===== src/rtl/logic_unit_seq.sv =====
// logic_unit_seq: registered bitwise gate unit with single-op and eight-op sweep modes
module logic_unit_seq #(
    parameter int WIDTH = 8
) (
    input  logic             clk,
    input  logic             reset,
    input  logic             start,
    input  logic             mode,
    input  logic [2:0]       op,
    input  logic [WIDTH-1:0] a,
    input  logic [WIDTH-1:0] b,
    output logic             busy,
    output logic             out_valid,
    output logic [2:0]       out_op,
    output logic [WIDTH-1:0] y,
    output logic             done
);
    typedef enum logic [1:0] {IDLE, SINGLE, SWEEP} state_t;
    state_t state, next_state;
    logic [WIDTH-1:0] a_r, b_r;
    logic [2:0] op_r, step, sel;
    logic last;
    function automatic logic [WIDTH-1:0] gate(input logic [2:0] k, input logic [WIDTH-1:0] x, input logic [WIDTH-1:0] z);
        case (k)
            3'd0: gate = x & z;
            3'd1: gate = ~(x & z);
            3'd2: gate = x | z;
            3'd3: gate = ~(x | z);
            3'd4: gate = x ^ z;
            3'd5: gate = ~(x ^ z);
            3'd6: gate = ~x;
            default: gate = ~z;
        endcase
    endfunction
    assign busy = (state != IDLE);
    assign sel  = (state == SWEEP) ? step : op_r;
    assign last = (state == SINGLE) || (state == SWEEP && step == 3'd7);
    always_comb begin
        next_state = state;
        next_state = (state == IDLE) ? (start ? (mode ? SWEEP : SINGLE) : IDLE) :
                     (state == SWEEP && step != 3'd7) ? SWEEP : IDLE;
    end
    always_ff @(posedge clk or posedge reset) begin
        if (reset) state <= IDLE;
        else       state <= next_state;
    end
    always_ff @(posedge clk or posedge reset) begin
        if (reset) begin
            a_r       <= '0;
            b_r       <= '0;
            op_r      <= '0;
            step      <= '0;
            y         <= '0;
            out_op    <= '0;
            out_valid <= 1'b0;
            done      <= 1'b0;
        end else begin
            out_valid <= busy;
            done      <= last;
            if (state == IDLE && start) begin
                a_r  <= a;
                b_r  <= b;
                op_r <= op;
                step <= '0;
            end
            if (busy) begin
                y      <= gate(sel, a_r, b_r);
                out_op <= sel;
            end
            if (state == SWEEP) step <= step + 3'd1;
        end
    end
endmodule


===== config.mk =====
export PLATFORM = sky130hd
export DESIGN_NAME = logic_unit_seq
export DESIGN_NICKNAME = d
export VERILOG_FILES = /design/src/rtl/logic_unit_seq.sv
export SDC_FILE = /design/constraint.sdc
export NUM_CORES = 1
export LEC_CHECK = 0
export CAP_MARGIN = 20
export CORE_ASPECT_RATIO = 0.5
export CORE_UTILIZATION = 40
export CTS_BUF_LIST = sky130_fd_sc_hd__clkbuf_2
export DETAILED_ROUTE_END_ITERATION = 8
export GPL_TIMING_DRIVEN = 1
export MAX_ROUTING_LAYER = met4
export SKIP_CTS_REPAIR_TIMING = 1
export SYNTH_ARGS = -nofsm -noshare
export SYNTH_HDL_FRONTEND = slang
export SYNTH_SLANG_ARGS = --single-unit

===== constraint.sdc =====
create_clock -name clk -period 2.2 [get_ports clk]
set_input_delay 0.44 -clock clk [delete_from_list [all_inputs] [get_ports clk]]
set_output_delay 0.44 -clock clk [all_outputs]
set_load 0.02 [all_outputs]

==> results_dict.tcl <==
set metrics [dict create \
    grt_first_pass_wirelength_mm 9.38 \
    rsz0062_at_grt "no" \
    regArea_um2 927 \
    cp-start-kind "flip-flop" \
    synth-seq-cells 37 \
    min_period_ns 2.03 \
    multiInputGateArea_um2 1280 \
    required_ns 2.55 \
    place.gp.congestion 0.794 \
    min_period_over_period_pct 92.3 \
    criticalPathCategory "flip-flop to flip-flop" \
    cts.path.max_buffers 2 \
    track_usage_pct 20.1 \
    grt_overflow 0 \
    antenna_found_initial 0 \
    yosys_warnings 0 \
    power.density_nw_per_um2 1620 \
    port_buffers 36 \
    vias_per_cell 5.43 \
    grt_pass1_vias 1901 \
    wl_mm 5.72 \
    synth_fp_nets 287 \
    final_util_pct 51.8 \
    synthFlopType "dfrtp_1" \
    hold_path.class "input port to asynchronous set/reset pin" \
    die_area_um2 6250 \
    cp_cell_sequence "nand2b_4, nand2_1, nor3_1, a211oi_1, a31oi_1" \
    route.detailed.drc 0 \
    antenna_left 0 \
    area_growth_pct 22.1 \
    coreArea_um2 5590 \
    start_util_pct 42.4 \
    synth_cells 246 \
    rows 19 \
    diodes 0 \
    ios 37 \
    cts_tree "yes" \
    synth_enable_flop_cells 0 \
    drive_gt1_share_pct 14.8 \
    ys_async_sr_fraction_pct 100 \
    power.leakage_nw 1.25 \
    grt_max_degree 38 \
    die_h_um 56.4 \
    postSynthAreaPerCell_um2 9.63 \
    timing.fmax_mhz 492 \
    worst_slew_pin_slew_ns 1.06 \
    wl_per_cell_um 15.7 \
    numCtsBuffers 5 \
    finalClockSkew_ns 0.0167 \
    drt_pass1_iterations 4 \
    cts_root_buf "clkbuf_2" \
    cts_sinks 37 \
    fill_cells 514 \
    final_hold_viol_count 0 \
    arrival_ns 2.38 \
    via_count 1976 \
    drtIter0Drc 69 \
    cpPeakStageDelay_ns 0.82 \
    insertion_delay_ns 0.41 \
    syn_area_um2 2370 \
    cp_max_fo 13 \
    status "complete, no violations" \
    path_clk_slew_ns 0.19 \
    slew-limit-headroom_pct 28.7 \
    whs_ns 0.424 \
    cp_slowest_cell "nor3_1" \
    seq_area_frac_synth_pct 39.1 \
    yosys.cell_types.count 41 \
    dp_hpwl_mm 3.99 \
    critPathCaptureType "flip-flop" \
    finalSetupViolCount 0 \
    ir_drop_uv 546 \
    fin_nets 331 \
    die_x_um 111 \
    finalMaxSlewViolations 0 \
    p_total_mw 4.68 \
    h-tree-depth 2 \
    maxCapViolations 0 \
]
-- cell type report --
type                    instances  area share (%)
clock buffers                   8            1.38
repair buffers                 51            16.4
well taps                      73            3.16
flip-flops and latches         37            32.1
inverters                      20            2.60
multi-input cells             175            44.4
-- placed cells by master (no fill, tap or decap), types with 10 or more instances in the layout --
cell,n
inv_1,19
a31oi_1,10
dfrtp_1,36
ha_1,18
buf_4,15
nand2_1,40
mux2i_1,11
o21ai_0,14
nor2_1,10
clkdlybuf4s50_1,35
-- logic make-up (layout without fill, tap and decap cells) --
logic type	Yosys count	in the layout	share of synthesized area [%]
compound gates	69	69	21.4
xor+xnor	8	8	2.96
fa+ha+maj	18	18	9.50
mux	15	15	7.02
buf+inv	34	79	6.76
flops	37	37	39.1
simple gates	65	65	13.3
-- cell usage after synthesis (10+ instances only) --
cell type  count  area (µm²)
o21ai_0       14        70.1
nand2_1       40         150
dfrtp_1       37         926
a31oi_1       10        62.6
inv_1         19        71.3
nor2_1        10        37.5
mux2i_1       11         110
ha_1          18         225
-- where the power goes --
part	internal [mW]	total [mW]	switching [mW]	leakage, nW
Combinational	1.41	3.01	1.60	0.771
Sequential	1.02	1.34	0.320	0.449
Clock	0.0936	0.326	0.233	0.0332
Total	2.52	4.68	2.15	1.25
-- registers in the layout, indices dropped and copies added (netlist names) --
name and cells:
state 2, a_r 8, out_valid 1, step 3, b_r 8, y 8, op_r 3, done 1
out_op 3
-- worst paths after layout --
check | from | to | slack, ns | cells after the start
max | state[1]$_DFF_PP0_ | y[3]$_DFFE_PP0N_ | 0.17 | 5
min in group clk | b[2] | b_r[2]$_DFFE_PP0P_ | 0.53 | 3
max in group asynchronous | reset | state[1]$_DFF_PP0_ | 1.41 | 3
min | reset | b_r[5]$_DFFE_PP0P_ | 0.42 | 3
max reg2reg | state[1]$_DFF_PP0_ | y[3]$_DFFE_PP0N_ | 0.17 | 5
min reg2reg | out_op[1]$_DFFE_PP0N_ | out_op[1]$_DFFE_PP0N_ | 0.58 | 2
-- metrics by stage --
stage               worst slack, ns  cells  setup TNS, ns  area (µm²)
finish                        0.168    364              0        2890
detailed placement            0.211    356              0        2850
global placement              0.251    356              0        2850
floorplan                     0.514    246              0        2370
CTS                         -0.0805    364        -0.0805        2890
global route                 0.0184    364              0        2890
-- routing by layer --
layer	track usage (%)	vias to the layer above	part of all wire [%]
met5	-	-	0
met2	30.8	32	44
met3	4.54	8	3.8
li1	-	963	-
met1	27.1	973	51
met4	5.14	0	1.1
-- critical path: cells and delay by family, from the launching register on --
| kind | cells | cell delay [ns] |
|---|---|---|
| AOI/OAI and AO/OA | 2 | 0.38 |
| DFF | 1 | 0.49 |
| and+or+nand+nor | 3 | 1.11 |
No activity file was read; power rests on OpenSTA's default activity.
